$ cat src/rtl/seg_scan_driver.sv
// seg_scan_driver: scans NDIG snapshotted segment patterns onto one common-anode 7-seg bank
//   clk, rst        clock, synchronous active-high reset
//   en              scan enable; low forces dark display and rewinds the scan
//   digits_in       NDIG active-high {dp,g,f,e,d,c,b,a} patterns, digit k at [8k+7:8k]
//   seg_n, an_n     active-low segment / anode drive, at most one anode low
//   frame_done      pulse on the last cycle of each frame
module seg_scan_driver #(
    parameter int NDIG      = 4,
    parameter int DIV       = 8,
    parameter int BLANK_CYC = 2
) (
    input  logic                clk,
    input  logic                rst,
    input  logic                en,
    input  logic [NDIG*8-1:0]   digits_in,
    output logic [7:0]          seg_n,
    output logic [NDIG-1:0]     an_n,
    output logic                frame_done
);
    localparam int CW = $clog2(DIV);
    localparam int IW = $clog2(NDIG);
    typedef enum logic [1:0] {IDLE, BLANK, DRIVE} state_t;
    state_t              state;
    logic [CW-1:0]       cnt;
    logic [IW-1:0]       idx;
    logic [NDIG*8-1:0]   snap;
    logic                slot_end, last, drive;
    assign slot_end = cnt == CW'(DIV - 1);
    assign last     = idx == IW'(NDIG - 1);
    assign drive    = state == DRIVE;
    always_ff @(posedge clk) begin
        if (rst) begin
            state <= IDLE;
            cnt   <= '0;
            idx   <= '0;
            snap  <= '0;
        end else if (!en) begin
            state <= IDLE;
            cnt   <= '0;
            idx   <= '0;
        end else if (state == IDLE) begin
            state <= BLANK;
            cnt   <= '0;
            idx   <= '0;
            snap  <= digits_in;
        end else begin
            cnt <= slot_end ? '0 : cnt + 1'b1;
            if (state == BLANK && cnt == CW'(BLANK_CYC - 1))
                state <= DRIVE;
            if (drive && slot_end) begin
                state <= BLANK;
                idx   <= last ? '0 : idx + 1'b1;
                // frame boundary: take the next snapshot so a shifting chain never tears
                if (last)
                    snap <= digits_in;
            end
        end
    end
    always_comb begin
        seg_n      = drive ? ~snap[8*idx +: 8] : 8'hFF;
        an_n       = drive ? ~(NDIG'(1) << idx) : '1;
        frame_done = drive && last && slot_end;
    end
endmodule

$ cat config.mk
export PLATFORM = sky130hd
export DESIGN_NAME = seg_scan_driver
export DESIGN_NICKNAME = d
export VERILOG_FILES = /design/src/rtl/seg_scan_driver.sv
export SDC_FILE = /design/constraint.sdc
export NUM_CORES = 1
export LEC_CHECK = 0
export ABC_AREA = 1
export BUFFER_PORTS_ARGS = -buffer_cell sky130_fd_sc_hd__buf_2
export CORE_UTILIZATION = 49
export CTS_CLUSTER_DIAMETER = 150
export CTS_CLUSTER_SIZE = 30
export DETAILED_ROUTE_END_ITERATION = 6
export PLACE_DENSITY = 0.76
export SYNTH_ARGS = -nofsm -noshare
export SYNTH_HDL_FRONTEND = slang
export SYNTH_SLANG_ARGS = --single-unit
$ cat constraint.sdc
create_clock -name clk -period 1.3 [get_ports clk]
set_input_delay 0 -clock clk [delete_from_list [all_inputs] [get_ports clk]]
set_output_delay 0 -clock clk [all_outputs]
set_load 0.05 [all_outputs]
== Word level (Yosys, flattened, before mapping) ==
Index checks and enable logic that the tools add are counted.

* Latch bits: 0
* Memories: 0
* Bits in read-only memories: 0
* Register bits after elaboration: 39
* Memory bits (writable): 0
* Logic and storage cells: 39

* $lt $le $gt $ge: 0
* Shift operators: 2
* Add/sub/neg operators: 2
* Reduce and logical (&&, ||, !) cells: 13
* $mul: 0
* Muxes and demuxes: 9
* Div/mod/pow operators: 0
* Eq/ne operators: 5
* Bitwise logic cells: 3

{| class="wikitable"
|+ Operators with widths
! operator !! count
|-
| $mux 32 || 3
|-
| $shiftx 32x6->8 || 1
|-
| $mux 8 || 1
|-
| $not 8->8 || 1
|-
| $reduce_or 4->1 || 2
|-
| $eq 2x2->1 const B || 2
|-
| $logic_and 1x1->1 || 4
|-
| $mux 4 || 1
|-
| $not 4->4 || 1
|-
| $reduce_bool 2->1 || 2
|-
| $shl 1x2->4 const A || 1
|-
| $add 3x1->3 const B || 1
|-
| $eq 3x1->1 const B || 1
|-
| $eq 3x3->1 const B || 1
|-
| $mux 1 || 3
|-
| $reduce_and 3->1 || 1
|-
| $reduce_bool 3->1 || 1
|-
| $reduce_or 3->1 || 1
|-
| $add 2x1->2 const B || 1
|-
| $eq 2x1->1 const B || 1
|-
| $logic_not 2->1 || 1
|-
| $mux 2 || 1
|-
| $reduce_or 2->1 || 1
|-
| $not 1->1 || 1
|}

== Longest topological paths before layout ==
Gate-level depths: netlist of the first run.

* Depth in word-level cells: 5
* Gate-level depth with buffers: 9

== Least setup slack after synthesis of the first run ==
OpenSTA, ideal clock, no wires.

* Kind: register -> output
* Start: register state[1]
* End: output frame_done
* Data required time: 1,300 ps
* Cell stages (with the launch flop): 5
* Arrival: 1,533 ps
* Path slack: -233 ps
* Path through: dfxtp_1 > inv_1 > nor2_1 > nand2_1 > nor2_1

* Longest elaborated chain between the ends: 3

{| class="wikitable"
|+ RTL lines
! what !! RTL line !! RTL
|-
| from (decl) || 23 || <nowiki>state_t state;</nowiki>
|-
| from (signal assigned) || 33 || <nowiki>state <= IDLE;</nowiki>
|-
| from (signal assigned) || 38 || <nowiki>state <= IDLE;</nowiki>
|-
| from (signal assigned) || 42 || <nowiki>state <= BLANK;</nowiki>
|-
| $eq 2x2->1 || 30 || <nowiki>assign drive = state == DRIVE;</nowiki>
|-
| $logic_and 1x1->1 (2 in a row) || 62 || <nowiki>frame_done = drive && last && slot_end;</nowiki>
|-
| to (decl) || 18 || <nowiki>output logic frame_done</nowiki>
|}

Every way passes these cells.

== Worst setup path in the final report of the first run ==
* Start: register idx[0]
* End: register snap[27]

* Longest elaborated chain between the ends: 3

{| class="wikitable"
|+ RTL lines
! what !! RTL line !! RTL
|-
| from (decl) || 25 || <nowiki>logic [IW-1:0] idx;</nowiki>
|-
| from (signal assigned) || 52 || <nowiki>idx <= last ? '0 : idx + 1'b1;</nowiki>
|-
| $eq 2x2->1 || 29 || <nowiki>assign last = idx == IW'(NDIG - 1);</nowiki>
|-
| $reduce_bool 2->1 (no source line) || - ||
|-
| $reduce_and 3->1 (no source line) || - ||
|-
| to (signal assigned) || 45 || <nowiki>snap <= digits_in;</nowiki>
|-
| to (signal assigned) || 55 || <nowiki>snap <= digits_in;</nowiki>
|-
| to (decl) || 26 || <nowiki>logic [NDIG*8-1:0] snap;</nowiki>
|}

Every way passes these cells.
A chain may end at the register's enable or synchronous reset.

==> impl_metrics.json, run 1 <==
{
  "status": "finished with violations",
  "violations": "setup timing",
  "synth_top_area_frac": 0.342,
  "worst_slew_pin_slew_ps": 352,
  "grt_setup_unrepaired": "true",
  "crit_type": "reg2reg",
  "netlist_instances": 375,
  "ios": 48,
  "clock_skew_ps": 12.6,
  "cts_num_sinks": 39,
  "die_h_um": 70.2,
  "timing.max_cap.violations": 0,
  "die_w_um": 70.2,
  "setup.worst_path.start_class": "flip-flop",
  "peakVddDrop_v": 0.000556,
  "clockBufferDepth": 2,
  "vias": 2562,
  "grt_first_pass_wirelength_mm": 9.64,
  "ys_warn_count": 0,
  "wl_per_cell_um": 14.7,
  "cts_tree": "done",
  "viasPerCell": 5.19,
  "root_buffer": "clkbuf_8",
  "critPathTopFamily": "flip-flops",
  "relSlewSlack": 0.763,
  "ys_ff_latch": 39,
  "core_um2": 4410,
  "wl_mm": 7.26,
  "drc": 0,
  "clk_pin_slew_worst_paths_ps": 80,
  "endpoint_kind": "flip-flop",
  "power_density_nw_per_um2": 838,
  "dp_cells": 471,
  "syn_area_um2": 2280,
  "seq_area_um2": 798,
  "syn_area_per_cell_um2": 6.08,
  "min_period_ps": 1550,
  "num_rows": 24,
  "antenna_cells": 0,
  "clk_latency_ps": 300,
  "initial_utilization": 0.517,
  "h-tree-depth": 2,
  "drtIter0Drc": 287,
  "final.setup.tns_ps": -7400,
  "portBuffers": 47,
  "grt_antenna_before_repair": 0,
  "grt.overflow.total": 0,
  "nets": 484,
  "fin_ws_ps": -251,
  "hpwl_mm": 3.68,
  "grt_max_degree": 33,
  "seq_area_frac_synth": 0.342,
  "hold_path.class": "in2reg",
  "place.gp.congestion": 0.777,
  "grt_usage": 0.249,
  "syn_to_final_growth_pct": 50.9,
  "final-hold-violation-count": 0,
  "multi_input_area_um2": 1290,
  "critical_path.max_stage_delay_ps": 500,
  "cts_buffers": 5,
  "netlist_top_cells_area": "dfxtp_1 (34%), inv_1 (17%), nand2_1 (15%)",
  "synth.net_count": 417,
  "fillers": 277,
  "drtPass1Iterations": 7,
  "power_leakage_nw": 1.81,
  "setup_violations": 45,
  "slew_viol_final": 0,
  "path_cells": "ha_4, inv_4, o21ai_2, nand3_4, buf_16, nand2_1, inv_1, nor2_1",
  "final_cells": 494,
  "slowest_stage": "dfxtp_4",
  "grt_pass1_vias": 2194,
  "yosysUniqueCellTypes": 19,
  "dieArea_um2": 4930,
  "timing.final.crit_share": 1.19,
  "drive_above_1_share": 0.355,
  "crit_buf_inv": 3,
  "required_ps": 1540,
  "ant_nets": 0,
  "synth_top_area_cell": "dfxtp_1",
  "worst-endpoint-arrival_ps": 1790,
  "fmax_mhz": 645,
  "cp_max_fo": 12
}
[where the power goes]
group | internal, W | switching (W) | total [W] | leakage [nW]
sequential | 0.00127 | 0.0000442 | 0.00131 | 0.325
combinational | 0.000235 | 0.000334 | 0.000570 | 1.43
clock | 0.000563 | 0.000437 | 0.00100 | 0.0513
total | 0.00207 | 0.000815 | 0.00288 | 1.81
[cell type report]
class / instances / area share
clock buffers: 6 / 0.0211
multi-input cells: 210 / 0.374
repair inverters: 2 / 0.00582
flip-flops and latches: 39 / 0.232
repair buffers: 79 / 0.219
inverters: 105 / 0.120
well taps: 52 / 0.0189
clock inverters: 1 / 0.00872
[worst min-delay path, delay by kind of cell]
family	cells	cell delay (ps)
buffers and inverters	2	100
AND/OR/NAND/NOR	3	180
[stage by stage]
step	utilization	area, um2	hold WS, ps	worst slack, ps	power (W)
2_1_floorplan	-	2360	200	-50.9	0.00165
3_3_place_gp	0.614	2710	280	-111	0.00177
3_5_place_dp	0.614	2710	286	-126	0.00179
4_1_cts	0.703	3100	17.5	-115	0.00281
5_1_grt	0.780	3440	35.7	-310	0.00300
6_report	0.780	3440	15.4	-251	0.00288
[synth_stat cells (all sizes together)]
cell,n
dfxtp,39
o21ai,18
clkinv,2
or2,1
nor2,38
nand3,3
nand4,33
clkbuf,1
buf,20
a21oi,20
nand2,89
a211oi,1
inv,103
ha,7
[cell families (layout without fill, tap and decap cells)]
kind of cell / after synthesis / count (layout) / synth area share
adder cells (fa/ha/maj): 7 / 7 / 0.0384
AO/OA/AOI/OAI: 39 / 39 / 0.0933
flip-flops: 39 / 39 / 0.342
AND/OR/NAND/NOR: 164 / 164 / 0.311
buffers and inverters: 126 / 193 / 0.215
[routing by layer]
layer / part of all wire / GRT usage / wire length (um)
met1: 0.42 / 0.298 / 3080
met2: 0.49 / 0.432 / 3530
met3: 0.062 / 0.0534 / 450
met4: 0.029 / 0.0911 / 208
met5: 0 / 0 / 0
[path summary, 6_finish.rpt]
kind	start	end	slack (ps)	cells past startpoint
max reg2reg	idx[0]	snap[27]	-250	8
min reg2reg	snap[24]	snap[24]	520	4
max	idx[0]	snap[27]	-250	8
min	digits_in[18]	snap[18]	20	5
[registers in the layout, indices dropped and copies added, names as in the netlist]
register and cells:
idx 2, state 2, snap 32, cnt 3
[cell usage in the layout (no fill, tap or decap), types with 3 or more instances in the layout]
| cell type | synthesis | layout |
|---|---|---|
| dfxtp_4 | 0 | 4 |
| a21oi_1 | 19 | 8 |
| inv_2 | 1 | 3 |
| ha_4 | 0 | 6 |
| o21ai_1 | 0 | 13 |
| nor2_1 | 38 | 34 |
| inv_1 | 102 | 99 |
| nand2_2 | 0 | 28 |
| o21ai_2 | 1 | 4 |
| buf_12 | 0 | 5 |
| buf_2 | 14 | 34 |
| nand4_1 | 33 | 33 |
| a21oi_4 | 1 | 4 |
| buf_6 | 0 | 13 |
| a21oi_2 | 0 | 8 |
| buf_8 | 0 | 10 |
| clkbuf_8 | 0 | 5 |
| nand2_1 | 89 | 58 |
| dfxtp_1 | 39 | 33 |
| buf_4 | 0 | 12 |
| nand2_4 | 0 | 3 |
[repair_timing]
action	in CTS	in global routing
hold endpoints to repair	1	0
cloned	1	4
hold buffers	2	0
endpoints found under the setup margin	46	49
resized for setup	73	73
buffers inserted	6	4
pin swaps	6	12
No activity file was read; power rests on OpenSTA's default activity.
==> run 2: changes to the inputs <==
CORE_UTILIZATION = 51   (was 49)
CTS_BUF_LIST = sky130_fd_sc_hd__clkbuf_2   (was not set)
PLACE_DENSITY = 0.78   (was 0.76)
==> impl_metrics.json, run 2 (synthesized netlist as in run 1, its figures left out) <==
{
  "status": "finished with violations",
  "violations": "setup timing",
  "cp_max_fo": 7,
  "regMostFlops": "snap",
  "cts_tree": "done",
  "root_buffer": "clkbuf_2",
  "reg_top3": "snap x32, cnt x3",
  "drive_above_1_share": 0.410,
  "ios": 48,
  "clock_skew_ps": 23.7,
  "endpoint_kind": "output pin",
  "dieArea_um2": 4740,
  "viasPerCell": 5.40,
  "cts_buffers": 5,
  "r2r-start": "cnt[1]",
  "place_area_um2": 2700,
  "setup.worst_path.start_class": "flip-flop",
  "final-hold-violation-count": 0,
  "ant_nets": 0,
  "hpwl_mm": 3.62,
  "core_um2": 4140,
  "num_rows": 23,
  "timing.max_cap.violations": 0,
  "peakVddDrop_v": 0.000617,
  "slew_viol_final": 0,
  "relSlewSlack": 0.759,
  "hp-start": "rst",
  "stdcell_area_um2": 3720,
  "fillers": 179,
  "grt_first_pass_wirelength_mm": 10.5,
  "clk_pin_slew_worst_paths_ps": 170,
  "clockBufferDepth": 2,
  "hold_depth": 5,
  "power_leakage_nw": 1.87,
  "hold_path.class": "in2reg",
  "final_common_cell": "inv_1",
  "clk_latency_ps": 400,
  "rrSetupSlack_ps": -300,
  "cts_num_sinks": 39,
  "power_density_nw_per_um2": 704,
  "place.gp.congestion": 0.800,
  "worst_slew_pin_slew_ps": 361,
  "post-place-ws_ps": -122,
  "drc": 0,
  "grt_antenna_before_repair": 0,
  "initial_utilization": 0.550,
  "setup_violations": 45,
  "grt_usage": 0.302,
  "min_period_ps": 1680,
  "die_w_um": 68.9,
  "worst-endpoint-arrival_ps": 1680,
  "largest_reg_flops": 32,
  "nets": 512,
  "grt_setup_unrepaired": "true",
  "vias": 2811,
  "portBuffers": 47,
  "h-tree-depth": 2,
  "r2r-end": "snap[11]",
  "fmax_mhz": 596,
  "antenna_cells": 0,
  "grt.overflow.total": 0,
  "wl_per_cell_um": 16.3,
  "wl_mm": 8.51,
  "final_cells": 521,
  "drtPass1Iterations": 6,
  "rr_worst_depth": 9,
  "fin_ws_ps": -377,
  "syn_to_final_growth_pct": 63.3,
  "grt_pass1_vias": 2426,
  "die_h_um": 68.9,
  "dp_cells": 470,
  "crit_type": "reg2out",
  "drtIter0Drc": 365,
  "required_ps": 1300,
  "grt_max_degree": 34,
  "timing.final.crit_share": 1.29,
  "holdPathEnd": "state[1]",
  "final_cell_mix": "inv_1 (76), nand2_1 (49), dlygate4sd3_1 (34), buf_2 (34)"
}
==> run 2: changes by cell type in the layout (fill, tap and decap cells not counted), sizes merged <==
cell,delta
clkinv,+2
bufinv,-1
bufbuf,+1
dlygate4sd3,+32
inv,-2
buf,-3
==> run 2: timing repair <==
item	in CTS	in global routing
hold buffers	34	1
hold endpoints to repair	34	1
setup buffers	4	1
gates cloned	1	3
resized for setup	84	105
setup endpoints to repair	47	51
pin swaps	3	39
==> run 2: per-layer routing <==
| metal | part of all wire | global-route usage | vias to the layer above |
|---|---|---|---|
| li1 | - | - | 1310 |
| met1 | 0.37 | 0.334 | 1268 |
| met2 | 0.51 | 0.561 | 191 |
| met3 | 0.084 | 0.0641 | 42 |
| met4 | 0.044 | 0.110 | 0 |
| met5 | 0 | 0 | - |
==> run 2: final cells by class <==
| type | count | area (um2) | area share |
|---|---|---|---|
| Clock buffer | 6 | 30.0 | 0.00806 |
| Clock inverter | 2 | 7.51 | 0.00202 |
| Inverter | 105 | 428 | 0.115 |
| Multi-Input combinational cell | 210 | 1370 | 0.369 |
| Sequential cell | 39 | 793 | 0.213 |
| Tap cell | 50 | 62.6 | 0.0168 |
| Timing Repair Buffer | 109 | 1030 | 0.276 |
==> run 2: per-stage QoR <==
stage | total power [W] | utilization | hold slack, ps | TNS [ps]
final | 0.00262 | 0.899 | 433 | -11320
after global routing | 0.00274 | 0.899 | 418 | -14740
after CTS | 0.00237 | 0.815 | 76.7 | -6840
after detailed placement | 0.00178 | 0.652 | 292 | -3750
after global placement | 0.00176 | 0.652 | 282 | -2800
after floorplan | 0.00165 | - | 200 | -1970
==> run 2: worst max-delay path by stage <==
stage / startpoint / endpoint / slack (ps)
3_3_place_gp: cnt[1] / snap[22] / -100
6_report: idx[1] / seg_n[6] / -380
2_1_floorplan: cnt[0] / snap[10] / -50
5_1_grt: idx[1] / seg_n[6] / -440
3_5_place_dp: cnt[1] / snap[16] / -120
4_1_cts: idx[0] / seg_n[7] / -210
==> run 2: power by group <==
| part | switching (W) | internal, W |
|---|---|---|
| Combinational | 0.000438 | 0.000331 |
| Sequential | 0.0000481 | 0.00128 |
| Clock | 0.000401 | 0.000129 |
==> run 2: worst max-delay path: stages (launching register included) <==
cell,delay (ps)
dfxtp_2,360
buf_6,120
buf_4,170
a21oi_1,240
o21ai_1,110
nand2_1,90
nand2_1,60
buf_6,150
==> run 3: changes to the inputs <==
CELL_PAD_IN_SITES_DETAIL_PLACEMENT = 0   (was not set)
CELL_PAD_IN_SITES_GLOBAL_PLACEMENT = 1   (was not set)
CORE_UTILIZATION = 35   (was 51)
PLACE_DENSITY = not set   (was 0.78)
PLACE_DENSITY_LB_ADDON = 0.1   (was not set)
==> impl_metrics.json, run 3 (synthesized netlist as in run 1, its figures left out) <==
{
  "viasPerCell": 4.47,
  "syn_to_final_growth_pct": 65.8,
  "crit_type": "reg2out",
  "relSlewSlack": 0.777,
  "multi_input_area_um2": 1320,
  "cts_tree": "done",
  "h-tree-depth": 2,
  "grt_usage": 0.206,
  "critPathTopFamily": "buffers and inverters",
  "ant_nets": 0,
  "regMostFlops": "snap",
  "path_cells": "buf_6, clkinv_4, buf_8, a21oi_2, o21ai_1, nand2_1, nand2_2, buf_8",
  "timing.max_cap.violations": 0,
  "clockBufferDepth": 2,
  "cts_num_sinks": 39,
  "die_w_um": 82.7,
  "final_cells": 556,
  "path_common_cell": "buf_8",
  "clock_skew_ps": 36.1,
  "grt.overflow.total": 0,
  "cts_buffers": 5,
  "seq_area_um2": 796,
  "setup_violations": 45,
  "hold_path.class": "in2reg",
  "timing.final.crit_share": 1.18,
  "worst_slew_pin_slew_ps": 335,
  "clk_latency_ps": 420,
  "worst-endpoint-arrival_ps": 1530,
  "vias": 2486,
  "endpoint_kind": "output pin",
  "power_density_nw_per_um2": 688,
  "final_cell_mix": "inv_1 (79), nand2_1 (51), dlygate4sd3_1 (34), buf_2 (34)",
  "portBuffers": 47,
  "clk_pin_slew_worst_paths_ps": 180,
  "grt_antenna_before_repair": 0,
  "core_um2": 6310,
  "dieArea_um2": 6840,
  "cp_max_fo": 8,
  "final.setup.tns_ps": -7800,
  "antenna_cells": 0,
  "grt_max_degree": 33,
  "violations": "setup timing",
  "power_leakage_nw": 1.89,
  "place.gp.congestion": 0.747,
  "largest_reg_flops": 32,
  "drtIter0Drc": 99,
  "final_common_cell": "inv_1",
  "peakVddDrop_v": 0.000362,
  "fmax_mhz": 652,
  "drc": 0,
  "slew_viol_final": 0,
  "root_buffer": "clkbuf_2",
  "drive_above_1_share": 0.390,
  "slowest_stage": "dfxtp_2",
  "grt_pass1_vias": 2254,
  "reg_top3": "snap x32, cnt x3",
  "post-place-ws_ps": -96.9,
  "num_rows": 29,
  "drtPass1Iterations": 4,
  "grt_setup_unrepaired": "true",
  "required_ps": 1300,
  "nets": 520,
  "crit_buf_inv": 4,
  "min_period_ps": 1530,
  "status": "finished with violations",
  "wl_per_cell_um": 12.0,
  "final-hold-violation-count": 0,
  "setup.worst_path.start_class": "flip-flop",
  "dp_cells": 499,
  "grt_first_pass_wirelength_mm": 10.4,
  "ios": 48,
  "wl_mm": 6.67,
  "fin_ws_ps": -234,
  "fillers": 603,
  "die_h_um": 82.7,
  "initial_utilization": 0.361,
  "critical_path.max_stage_delay_ps": 370,
  "hpwl_mm": 3.97
}
==> run 3: final cells by class <==
class,count,share of cell area
Tap cell,77,0.0255
Timing Repair Buffer,116,0.292
Multi-Input combinational cell,210,0.349
Clock buffer,5,0.00662
Timing Repair inverter,1,0.00298
Clock inverter,3,0.00397
Inverter,105,0.109
Sequential cell,39,0.210
==> run 3: path summary, 6_finish.rpt <==
path,startpoint,end,slack (ps),cells after the start
setup / recovery,idx[1],seg_n[1],-230,8
hold / removal,rst,state[1],400,5
hold reg to reg,snap[2],snap[2],530,4
setup reg to reg,cnt[0],snap[12],-230,10
==> run 3: where the power goes <==
group	internal (W)	switching (W)
Combinational	0.000365	0.000374
Sequential	0.00127	0.0000348
Clock	0.000123	0.000430
==> run 3: timing repair <==
action,4_1_cts,5_1_grt
gates resized for setup,97,79
hold buffers,34,0
pin swaps,16,37
endpoints found under the setup margin,46,49
hold endpoints to repair,34,0
cloned,4,2
buffers inserted,9,3
==> run 3: worst reg2reg max path: stages (launching register included) <==
cell and delay (ps):
dfxtp_2 390, ha_4 140, ha_4 130, inv_4 40, a21oi_4 190, nand3_4 130
buf_12 170, buf_12 150, nand2_4 50, inv_2 20, nor2_1 70
==> run 3: layer usage <==
metal | wire length (um) | GRT usage | vias to the layer above
met5 | 0 | 0 | -
met4 | 28 | 0.0414 | 0
met3 | 169 | 0.0396 | 4
met2 | 3370 | 0.367 | 36
met1 | 3100 | 0.255 | 1119
li1 | - | - | 1327
==> run 3: stage by stage <==
stage	cell area, um2	utilization	total power (W)	hold WS (ps)
after floorplan	2360	-	0.00165	200
after CTS	3570	0.566	0.00253	371
final	3780	0.599	0.00260	401
after detailed placement	2750	0.436	0.00179	295
after global placement	2750	0.436	0.00179	282
after global routing	3780	0.599	0.00277	381
